### config.mk
export PLATFORM = sky130hd
export DESIGN_NAME = load_store_unit
export DESIGN_NICKNAME = d
export VERILOG_FILES = /design/src/rtl/load_store_unit.sv
export SDC_FILE = /design/constraint.sdc
export NUM_CORES = 1
export LEC_CHECK = 0
export ABC_AREA = 1
export ABC_CLOCK_PERIOD_IN_PS = 2000
export BUFFER_PORTS_ARGS = -buffer_cell sky130_fd_sc_hd__clkbuf_2
export CORE_ASPECT_RATIO = 1.1
export CORE_MARGIN = 2
export CORE_UTILIZATION = 46
export CTS_BUF_LIST = sky130_fd_sc_hd__clkbuf_8
export CTS_CLUSTER_DIAMETER = 80
export DETAILED_ROUTE_END_ITERATION = 10
export GPL_TIMING_DRIVEN = 0
export PLACE_DENSITY = 0.73
export SLEW_MARGIN = 10
export SYNTH_ARGS = -nofsm -noshare
export SYNTH_HDL_FRONTEND = slang
export SYNTH_SLANG_ARGS = --single-unit
### constraint.sdc
create_clock -name clk -period 2 [get_ports clk]
set_input_delay 0.3 -clock clk [delete_from_list [all_inputs] [get_ports clk]]
set_output_delay 0.3 -clock clk [all_outputs]
set_load 0.1 [all_outputs]
### src/rtl/load_store_unit.sv
// ---------------------------------------------------------------------------
// load_store_unit
//
// Sequences one 16-bit load or store from the core's execute stage onto an
// 8-bit data memory. Each word access becomes two little-endian byte
// accesses: the low byte at A and the high byte at A+1, where A+1 wraps
// modulo 2^ADDR_W. Loads and stores both complete with one response beat.
//
// Optional feature macro: LSU_BYTE_ACCESS_EN
//   defined   : req_size is honoured. A byte op uses only the LO access.
//               Byte loads are zero-extended. Byte stores write wdata[7:0].
//   undefined : req_size is ignored and every op is a 16-bit word op.
//
// Handshakes (request and response channels): a beat transfers on a rising
// edge where valid and ready are both high. A source may drop valid without
// a transfer. Once raised, resp_valid and resp_data stay stable until the
// consumer takes the beat.
//
// Ports
//   clk, rst        clock; asynchronous active-high reset
//   req_*           request channel (valid/ready, write, size, addr, wdata)
//   resp_*          response channel (valid/ready, data; 0 for stores)
//   mem_*           byte-wide data memory port. mem_read_data is combinational
//                   and is valid in the same cycle that mem_read is high.
//   dbg_state       current FSM state, for observation
//                   (0=IDLE, 1=LO, 2=HI, 3=RESP)
// ---------------------------------------------------------------------------
module load_store_unit #(
  parameter int ADDR_W = 8
) (
  input  logic              clk,
  input  logic              rst,
  input  logic              req_valid,
  output logic              req_ready,
  input  logic              req_write,
  input  logic              req_size,
  input  logic [ADDR_W-1:0] req_addr,
  input  logic [15:0]       req_wdata,
  output logic              resp_valid,
  input  logic              resp_ready,
  output logic [15:0]       resp_data,
  output logic [ADDR_W-1:0] mem_address,
  output logic [7:0]        mem_write_data,
  output logic              mem_write,
  output logic              mem_read,
  input  logic [7:0]        mem_read_data,
  output logic [1:0]        dbg_state
);

  typedef enum logic [1:0] {
    S_IDLE = 2'd0,
    S_LO   = 2'd1,
    S_HI   = 2'd2,
    S_RESP = 2'd3
  } state_t;

  state_t r_state;
  state_t w_next_state;

  logic [ADDR_W-1:0] r_addr;
  logic [15:0]       r_wdata;
  logic              r_write;
  logic [15:0]       r_data;

  logic              w_accept;
  logic              w_word;
  logic [ADDR_W-1:0] w_addr_hi;

  assign w_accept  = req_valid && (r_state == S_IDLE);
  assign w_addr_hi = r_addr + ADDR_W'(1);   // natural wrap: FF -> 00
  assign dbg_state = r_state;

`ifdef LSU_BYTE_ACCESS_EN
  logic r_size;

  always_ff @(posedge clk or posedge rst) begin
    if (rst) begin
      r_size <= 1'b0;
    end else if (w_accept) begin
      r_size <= req_size;
    end
  end

  assign w_word = r_size;
`else
  // Size is ignored in this build; every op is a word op.
  logic w_unused_size;
  assign w_unused_size = req_size;
  assign w_word        = 1'b1;
`endif

  // -------------------------------------------------------------------------
  // FSM: state register
  // -------------------------------------------------------------------------
  always_ff @(posedge clk or posedge rst) begin
    if (rst) begin
      r_state <= S_IDLE;
    end else begin
      r_state <= w_next_state;
    end
  end

  // -------------------------------------------------------------------------
  // FSM: next-state logic
  // -------------------------------------------------------------------------
  always_comb begin
    w_next_state = r_state;
    case (r_state)
      S_IDLE: if (req_valid)  w_next_state = S_LO;
      S_LO:   w_next_state = w_word ? S_HI : S_RESP;
      S_HI:   w_next_state = S_RESP;
      S_RESP: if (resp_ready) w_next_state = S_IDLE;
      default: w_next_state = S_IDLE;
    endcase
  end

  // -------------------------------------------------------------------------
  // FSM: outputs. These decode only from the registered state and latches,
  // so there is no input-to-output path.
  // -------------------------------------------------------------------------
  always_comb begin
    req_ready      = 1'b0;
    resp_valid     = 1'b0;
    resp_data      = 16'h0000;
    mem_address    = '0;
    mem_write_data = 8'h00;
    mem_write      = 1'b0;
    mem_read       = 1'b0;
    case (r_state)
      S_IDLE: begin
        req_ready = 1'b1;
      end
      S_LO: begin
        mem_address = r_addr;
        if (r_write) begin
          mem_write      = 1'b1;
          mem_write_data = r_wdata[7:0];
        end else begin
          mem_read = 1'b1;
        end
      end
      S_HI: begin
        mem_address = w_addr_hi;
        if (r_write) begin
          mem_write      = 1'b1;
          mem_write_data = r_wdata[15:8];
        end else begin
          mem_read = 1'b1;
        end
      end
      S_RESP: begin
        resp_valid = 1'b1;
        resp_data  = r_write ? 16'h0000 : r_data;
      end
      default: begin
        req_ready = 1'b0;
      end
    endcase
  end

  // -------------------------------------------------------------------------
  // Request latches and the load data assembly register. r_data is cleared
  // on accept, so a byte load leaves the upper byte zero (zero extension).
  // -------------------------------------------------------------------------
  always_ff @(posedge clk or posedge rst) begin
    if (rst) begin
      r_addr  <= '0;
      r_wdata <= 16'h0000;
      r_write <= 1'b0;
      r_data  <= 16'h0000;
    end else begin
      case (r_state)
        S_IDLE: begin
          if (w_accept) begin
            r_addr  <= req_addr;
            r_wdata <= req_wdata;
            r_write <= req_write;
            r_data  <= 16'h0000;
          end
        end
        S_LO: begin
          if (!r_write) r_data[7:0] <= mem_read_data;
        end
        S_HI: begin
          if (!r_write) r_data[15:8] <= mem_read_data;
        end
        default: begin
          r_data <= r_data;
        end
      endcase
    end
  end

endmodule

; Word-level counts from Yosys, hierarchy flattened
; Index checks and enable logic that the tools add are counted.
[word_totals]
reg_bits = 43
in_bits = 38
wordCells = 43
[classes]
n_addsub = 1
n_eq_ne = 8
muxes = 19
n_reduce_logical = 9
[ops]
columns = cell, n
row1 = $pmux 8 s2, 4
row2 = $mux 16, 3
row3 = $mux 8, 3
row4 = $ne 2x2->1 const B, 5
row5 = $add 8x1->8 const B, 1
row6 = $pmux 2 s4, 1
row7 = $mux 1, 6
row8 = $reduce_and 3->1, 2
row9 = $eq 2x2->1 const B, 2
row10 = $mux 2, 2
row11 = $reduce_and 2->1, 2
row12 = $reduce_bool 2->1, 2
row13 = $eq 2x1->1 const B, 1
row14 = $logic_not 2->1, 1
row15 = $reduce_or 2->1, 1
row16 = $logic_and 1x1->1, 1

; Longest topological paths before layout
; Gate-level depths: netlist of the first run.
[logic_depth]
depth_word = 4
depth_mapped = 9

; Worst setup path after synthesis of the first run
; OpenSTA, ideal clock, no wires.
[synth_path]
path_kind = register to output
startpoint = reg r_state[1] (netlist: dbg_state[1])
endpoint = out resp_data[10]
arrival_ns = 3.739
required_ns = 1.700
setup_slack_ns = -2.039
stages_incl_launch_ff = 6
path_buffers = 2
cell_sequence = dfrtp_1 ha_1 clkbuf_1 buf_2 nand2_1 nor2_1
[synth_via]
elab_chain_len = 2
[synth_rtl]
columns = element, line
row1 = start: declaration, 57  ; state_t r_state;
row2 = start signal: assignment, 99  ; r_state <= w_next_state;
row3 = $eq 2x2->1, 129  ; case (r_state)
row4 = $mux 16, 129
row5 = end: declaration, 41  ; output logic [15:0] resp_data,
; Every way passes these cells.

; Worst setup path in the final report of the first run
[layout_path]
startpoint = reg r_state[1] (netlist: dbg_state[1])
endpoint = out mem_write_data[7]
[layout_via]
elab_chain_len = 2
elab_cells_between_ends = 3
[layout_rtl]
columns = element, line
row1 = $eq 2x2->1 or $eq 2x1->1 (tied branches), 129
row2 = $pmux 8 s2 *, 129
row3 = end: declaration, 43  ; output logic [7:0] mem_write_data,
; Every way passes the cells marked *; elsewhere a longest branch is shown, timed or not.

==> results.toml, run 1 <==
[grt]
gr-total-overflow = 0
grt_usage_pct = 26.74
antenna_found_initial = 0
grt_pass1_wl_mm = 11.79
grt_max_degree = 27
grt_pass1_vias = 2553

[detailed_routing]
final_antenna_net_count = 0
dr.pass1.iters = 4
via_per_inst = 5.406
drcViolationCount = 0
dr_total_vias = 2503
wl_per_cell_um = 16.55
drtIter0Drc = 129
routed_wl_mm = 7.662

[timing]
layout_setup_ws_ns = -0.1005
period_share_pct = 105.0
finalSetupViolCount = 25
period_needed_ns = 2.101
clock.fmax_mhz = 476.1
clock_skew_ns = 0.007966
hold_viol = 0
worstMarginPinSlew_ns = 0.5848
slew_headroom_pct = 61.01
holdWs_ns = 0.2396
rsz0062_at_grt = "yes"
final_max_slew_viol_count = 0

[floorplanning]
initial_core_util_pct = 47.21
dieHeight_um = 78.62
die_x_um = 71.84
rows = 27
coreArea_um2 = 4932
dieArea_um2 = 5648
io_pins = 76

[clocking]
cts_max_path_buffers = 2
htreeDepth = 2
cts_tree = "built"
clk_pin_slew_ns = 0.08
clock_sinks = 43
clk_latency_ns = 0.30
cts_root_buf = "clkbuf_8"
cts_buffers = 5

[yosys]
yosys_warnings = 0
synthCells = 305
syn_nets = 348
ys_top_cells_by_area = "dfrtp_1, nand2_1, nor2_1"
synth_area_um2 = 2328
avgSynthCellArea_um2 = 7.634
ys_types = 22
synth_top_area_share_pct = 46.21
synth_seq_area_share_pct = 46.21
yosysTopAreaCell = "dfrtp_1"
yosys_register_bits = 43

[cells_and_area]
syn2layout_area_growth_pct = 86.51
diodes = 0
fillers = 222
final_nets = 448
drive_gt1_share_pct = 55.06
final_cell_mix = "nand2_1, clkbuf_2, dfrtp_1"
final_area_um2 = 4343
final_common_cell = "nand2_1"

[critical_path]
endpoint_kind = "output pin"
cp_data_required_time_ns = 1.70
cp-start-kind = "flip-flop"
crit_arrival_ns = 1.80
criticalPathCategory = "flip-flop to output pin"
crit_fanout = 9

[run_status]
status = "finished with violations"
failed_checks = "setup timing"

[place]
dp_hpwl_mm = 4.491
dp_slack_ns = -0.1754
postPlaceCellArea_um2 = 3211
gp_congestion = 0.8039
port_buffers = 74

[hold_path]
min_path_type = "primary input to flip-flop"

[flow_run]
drv_cap = 0
## cells by family (layout without fill, tap and decap cells)
family          count (synthesis)  after routing  share of synthesized area [%]
compound gates                 59             59                          14.67
fa+ha+maj                       5              5                          2.687
buf+inv                        53            153                          9.833
flops                          43             43                          46.21
mux                             5              5                          2.418
simple gates                  140            140                          24.18
## worst paths after layout
path | slack (ns) | startpoint | endpoint | depth (start not counted)
max in group asynchronous | 0.99 | rst | r_addr[0] | 4
min in group asynchronous | 0.52 | rst | r_wdata[10] | 3
min reg2reg | 0.50 | r_data[3] | r_data[3] | 2
max reg2reg | 0.33 | dbg_state[0] | r_data[12] | 9
max | -0.10 | dbg_state[1] | mem_write_data[7] | 6
min | 0.24 | req_wdata[7] | r_wdata[7] | 2
## cell type report
| type | count | area, um^2 | area share, % |
|---|---|---|---|
| multi-input combinational | 209 | 1579 | 36.36 |
| sequential | 43 | 1087 | 25.04 |
| tap | 58 | 72.57 | 1.671 |
| clock buffer | 5 | 68.82 | 1.585 |
| inverter | 38 | 156.4 | 3.601 |
| clock inverter | 2 | 37.54 | 0.8643 |
| buffer | 14 | 172.7 | 3.976 |
| timing repair buffer | 94 | 1169 | 26.91 |
## worst max-delay path, stage by stage (launching register included)
cell and delay, ns:
dfrtp_4 0.53, inv_4 0.09, ha_4 0.20, buf_8 0.16, nand3_2 0.12, a21oi_4 0.19
clkbuf_16 0.22
## per-stage QoR
| step | utilization, % | cells | setup TNS, ns |
|---|---|---|---|
| 2_1_floorplan | - | 305 | -4.532 |
| 3_3_place_gp | 64.69 | 437 | -1.907 |
| 3_5_place_dp | 65.09 | 438 | -2.505 |
| 4_1_cts | 83.99 | 455 | -2.077 |
| 5_1_grt | 88.05 | 463 | -2.888 |
| 6_report | 88.05 | 463 | -1.560 |
## state kept, by name, summed over array words and instances, names as in the netlist
register	cells
r_data	16
r_wdata	16
r_addr	8
dbg_state	2
r_write	1
## synth_stat cells
cell,number
nand4_1,1
o22ai_1,8
nand3_1,5
buf_2,6
dfrtp_1,43
mux2_2,5
buf_4,2
or2_4,1
o21ai_0,3
inv_1,35
nand3_4,1
nor2_1,51
inv_2,3
o21bai_1,1
o21ai_1,10
nand2_1,77
a21oi_1,28
buf_6,2
nand2_2,4
o21ai_2,9
ha_1,5
clkbuf_1,5
## repair_timing
| action | in CTS | in global routing |
|---|---|---|
| resized for setup | 130 | 32 |
| pin swaps | 10 | 9 |
| cloned | 1 | 1 |
| hold buffers | 1 | 0 |
| setup buffers | 8 | 8 |
| setup endpoints to repair | 34 | 27 |
| endpoints found under the hold margin | 17 | 0 |
## metal layers
| layer | vias up | wire [um] | GRT usage [%] |
|---|---|---|---|
| li1 | 1156 | - | - |
| met1 | 1207 | 2868 | 29.50 |
| met2 | 118 | 4204 | 50.00 |
| met3 | 22 | 347 | 5.135 |
| met4 | 0 | 242 | 9.811 |
| met5 | - | 0 | 0 |
Power of run 1 is left out: the tool's default activity adds up to more than one toggle a clock period on the data nets, which glitch-free logic cannot reach.
==> inputs of run 2 (changes only) <==
--- a/config.mk
+++ b/config.mk
@@ -10,12 +10,12 @@
 export BUFFER_PORTS_ARGS = -buffer_cell sky130_fd_sc_hd__clkbuf_2
 export CORE_ASPECT_RATIO = 1.1
 export CORE_MARGIN = 2
-export CORE_UTILIZATION = 46
+export CORE_UTILIZATION = 33
 export CTS_BUF_LIST = sky130_fd_sc_hd__clkbuf_8
 export CTS_CLUSTER_DIAMETER = 80
 export DETAILED_ROUTE_END_ITERATION = 10
 export GPL_TIMING_DRIVEN = 0
-export PLACE_DENSITY = 0.73
+export PLACE_DENSITY = 0.55
 export SLEW_MARGIN = 10
 export SYNTH_ARGS = -nofsm -noshare
 export SYNTH_HDL_FRONTEND = slang
==> results.toml, run 2 (same netlist as run 1, synthesis figures left out) <==
[critical_path]
endpoint_kind = "output pin"
cp_data_required_time_ns = 1.70
cp-start-kind = "flip-flop"
slowest_stage = "dfrtp_4"
crit_fanout = 8
critPathMaxStageDelay_ns = 0.52
criticalPathCategory = "flip-flop to output pin"
path_cells = "inv_4, ha_4, buf_12, nand3_4, a21oi_4, clkbuf_16"
cp.buffers_inverters = 3
crit_arrival_ns = 1.77
crit_family = "flip-flops"

[clocking]
cts_tree = "built"
cts_root_buf = "clkbuf_8"
clk_pin_slew_ns = 0.09
htreeDepth = 2
clock_sinks = 43
clk_latency_ns = 0.29
cts_max_path_buffers = 2
cts_buffers = 5

[grt]
gr-total-overflow = 0
grt_pass1_wl_mm = 11.47
grt_max_degree = 26
antenna_found_initial = 0
grt_pass1_vias = 2400
grt_usage_pct = 18.41

[cells_and_area]
final_cell_mix = "nand2_1, clkbuf_2, dfrtp_1"
final_common_cell = "nand2_1"
drive_gt1_share_pct = 55.09
ff_latch_area_um2 = 1087
fillers = 578
syn2layout_area_growth_pct = 86.94
reg_top3 = "r_data (16), r_wdata (16), r_addr (8)"
diodes = 0
final_nets = 445
multi_input_comb_area_um2 = 1598

[timing]
tns_ns = -0.8915
final_max_slew_viol_count = 0
hold_viol = 18
layout_setup_ws_ns = -0.06811
rsz0062_at_grt = "yes"
period_share_pct = 103.4
worstMarginPinSlew_ns = 0.5421
finalSetupViolCount = 24
period_needed_ns = 2.068
clock_skew_ns = 0.006926
slew_headroom_pct = 64.02
holdWs_ns = -0.01206
clock.fmax_mhz = 483.5

[detailed_routing]
drcViolationCount = 0
dr.pass1.iters = 4
dr_total_vias = 2286
final_antenna_net_count = 0
wl_per_cell_um = 13.97
via_per_inst = 4.684
routed_wl_mm = 6.817
drtIter0Drc = 66

[place]
gp_congestion = 0.7415
dp_hpwl_mm = 4.687
port_buffers = 74

[floorplanning]
io_pins = 76
dieHeight_um = 92.10
coreArea_um2 = 6927
die_x_um = 84.09
rows = 32
initial_core_util_pct = 33.62
dieArea_um2 = 7745

[run_status]
status = "finished with violations"
failed_checks = "hold timing, setup timing"

[flow_run]
drv_cap = 0

[hold_path]
min_path_type = "primary input to asynchronous set/reset pin"
## run 2: cell count changes in the layout (fill, tap and decap cells not counted), moves of 2 or more
cell and change:
inv_4 -2, nand2_2 -3, buf_6 +3, nand2_4 +3, buf_8 -2, inv_6 +2
## run 2: area by class of cell
class                           count  area share [%]
Timing Repair Buffer               92           26.10
Clock buffer                        7           2.213
Inverter                           38           3.708
Clock inverter                      1          0.1725
Multi-Input combinational cell    209           36.71
Tap cell                           85           2.443
Buffer                             13           3.679
Sequential cell                    43           24.98
## run 2: through the flow
| step | setup slack, ns | util, % | area [um^2] | hold slack (ns) | std cells |
|---|---|---|---|---|---|
| after global placement | -0.1850 | 46.55 | 3224 | 0.4694 | 464 |
| after global routing | -0.1555 | 62.84 | 4353 | 0.01633 | 488 |
| after floorplan | -0.2222 | - | 2748 | 0.4429 | 305 |
| final | -0.06811 | 62.84 | 4353 | -0.01206 | 488 |
| after CTS | -0.1340 | 59.79 | 4141 | 0.005225 | 482 |
| after detailed placement | -0.1654 | 46.84 | 3244 | 0.3251 | 465 |
## run 2: what timing repair did
item | 4_1_cts | 5_1_grt
gates resized for setup | 130 | 40
cloned | 1 | 2
setup endpoints to repair | 34 | 31
setup buffers | 8 | 7
hold buffers | 0 | 0
pin swaps | 6 | 24
## run 2: final timing paths
check | start | to | slack [ns] | cells past startpoint
min in group clk | req_wdata[7] | r_wdata[7] | 0.24 | 2
hold reg to reg | r_data[1] | r_data[1] | 0.49 | 2
setup / recovery | dbg_state[0] | mem_write_data[7] | -0.07 | 6
hold / removal | rst | r_data[5] | -0.01 | 2
setup reg to reg | dbg_state[0] | r_data[7] | 0.35 | 8
max in group asynchronous | rst | r_addr[0] | 1.52 | 3
## run 2: metal layers
| metal | wire, um | track usage [%] | up-vias |
|---|---|---|---|
| met4 | 33 | 2.419 | 0 |
| li1 | - | - | 1150 |
| met1 | 2907 | 22.75 | 1086 |
| met2 | 3676 | 33.93 | 44 |
| met3 | 199 | 3.510 | 6 |
| met5 | 0 | 0 | - |
Power of run 2 is left out for the same reason.
==> inputs of run 3 (changes only) <==
--- a/config.mk
+++ b/config.mk
@@ -5,7 +5,6 @@
 export SDC_FILE = /design/constraint.sdc
 export NUM_CORES = 1
 export LEC_CHECK = 0
-export ABC_AREA = 1
 export ABC_CLOCK_PERIOD_IN_PS = 2000
 export BUFFER_PORTS_ARGS = -buffer_cell sky130_fd_sc_hd__clkbuf_2
 export CORE_ASPECT_RATIO = 1.1
==> results.toml, run 3 <==
[critical_path]
criticalPathCategory = "flip-flop to output pin"
rr_worst_depth = 6
cp_data_required_time_ns = 1.70
endpoint_kind = "output pin"
r2r_start = "dbg_state[1]"
cp-start-kind = "flip-flop"
crit_fanout = 5
crit_arrival_ns = 1.92
crit_start = "dbg_state[1]"

[yosys]
synthArstFlopShare_pct = 100.0
avgSynthCellArea_um2 = 10.57
synth_area_um2 = 2282
synthCells = 216
synth_top_area_share_pct = 47.15
synth_edf_count = 0
synth_seq_area_share_pct = 47.15
ys.flop_type = "dfrtp_1"
syn_nets = 259
yosys_warnings = 0
ys_top_cells_by_area = "dfrtp_1, mux2_1, mux2i_1"
yosysTopAreaCell = "dfrtp_1"
ys_top_cells_by_count = "dfrtp_1, mux2_1, nand2_1"
yosys_register_bits = 43
ys_types = 32
synth.most_common_cell = "dfrtp_1"

[grt]
met2_usage_pct = 28.76
antenna_found_initial = 0
busiest_layer = "met2"
grt_pass1_vias = 2099
gr-total-overflow = 0
grt_usage_pct = 16.95
met3_usage_pct = 3.909
grt_pass1_wl_mm = 10.32
use_met1_pct = 21.38
grt_max_degree = 38

[timing]
slew_headroom_pct = 60.75
hold_viol = 0
period_share_pct = 110.9
clock.fmax_mhz = 451.0
worstMarginPinSlew_ns = 0.5888
clock_skew_ns = 0.01227
rsz0062_at_grt = "yes"
layout_setup_ws_ns = -0.2171
period_needed_ns = 2.217
finalSetupViolCount = 33
final_max_slew_viol_count = 0
tns_ns = -2.949

[cells_and_area]
diodes = 0
drive_gt1_share_pct = 58.02
syn2layout_area_growth_pct = 84.05
final_cell_mix = "clkbuf_2, dfrtp_1, clkbuf_16"
final_nets = 367
fillers = 489
reg_top3 = "r_data (16), r_wdata (16), r_addr (8)"
final_common_cell = "clkbuf_2"
finalNonFillerCells = 406

[floorplanning]
dieHeight_um = 91.22
io_pins = 76
initial_core_util_pct = 34.41
rows = 31
coreArea_um2 = 6633
dieArea_um2 = 7598
die_x_um = 83.29

[clocking]
cts_buffers = 5
htreeDepth = 2
cts_root_buf = "clkbuf_8"
clock_sinks = 43
clk_latency_ns = 0.30
clk_pin_slew_ns = 0.08
cts_tree = "built"
cts_max_path_buffers = 2

[detailed_routing]
drcViolationCount = 0
drtIter0Drc = 79
dr_total_vias = 1942
wl_per_cell_um = 15.35
dr.pass1.iters = 4
final_antenna_net_count = 0
routed_wl_mm = 6.232
via_per_inst = 4.783

[place]
dp_slack_ns = -0.3778
dp.cells = 373
gp_congestion = 0.7390
dp_hpwl_mm = 3.940
port_buffers = 74

[flow_run]
drv_cap = 0

[run_status]
failed_checks = "setup timing"
status = "finished with violations"

[hold_path]
holdPathStages = 2
min-delay-start = "req_wdata[9]"
min_path_type = "primary input to flip-flop"
[run 3: cell type report]
| class | instances | area (um^2) | area share, % |
|---|---|---|---|
| Multi-Input combinational cell | 144 | 1441 | 34.32 |
| Buffer | 7 | 72.57 | 1.728 |
| Sequential cell | 43 | 1086 | 25.86 |
| Inverter | 20 | 82.58 | 1.966 |
| Clock inverter | 2 | 13.76 | 0.3277 |
| Timing Repair Buffer | 103 | 1333 | 31.72 |
| Clock buffer | 5 | 68.82 | 1.638 |
| Tap cell | 82 | 102.6 | 2.443 |
[run 3: cell families after synthesis]
group | synth area share [%]
compound gates | 7.292
xor+xnor | 0.3838
fa+ha+maj | 2.741
simple gates | 16.83
mux | 20.34
flops | 47.15
buf+inv | 5.263
[run 3: worst max-delay path, cell delays in order, from the launching register on]
cell and delay (ns):
dfrtp_4 0.46, inv_4 0.05, ha_4 0.29, nand2_4 0.07
or4_4 0.49, nand3_4 0.08, clkbuf_16 0.20
[run 3: stage by stage]
stage	instance area [um^2]	hold WS, ns	utilization, %
final	4200	0.2088	63.33
after global routing	4200	0.2014	63.33
after CTS	4153	0.2049	62.61
after detailed placement	3058	0.1946	46.10
after global placement	3038	0.4743	45.80
after floorplan	2565	0.4317	-
[run 3: per-layer routing]
| layer | up-vias | wire [um] |
|---|---|---|
| met5 | - | 0 |
| met4 | 0 | 93 |
| met3 | 9 | 300 |
| met1 | 933 | 2812 |
| li1 | 945 | - |
| met2 | 55 | 3025 |
[run 3: worst paths after layout]
path                             endpoint  slack, ns
min in group asynchronous      r_data[13]       0.42
max in group asynchronous    dbg_state[0]       1.11
max reg2reg                    r_data[10]       0.15
max                        mem_address[5]      -0.22
min reg2reg                    r_wdata[2]       0.52
min                            r_wdata[9]       0.21
[run 3: what timing repair did]
| action | CTS | global route |
|---|---|---|
| hold buffers | 1 | 0 |
| endpoints found under the setup margin | 34 | 34 |
| hold endpoints to repair | 6 | 0 |
| setup buffers | 17 | 7 |
| gates resized for setup | 134 | 10 |
| pin swaps | 15 | 10 |
| gates cloned | 3 | 1 |
Power of run 3 is left out for the same reason.
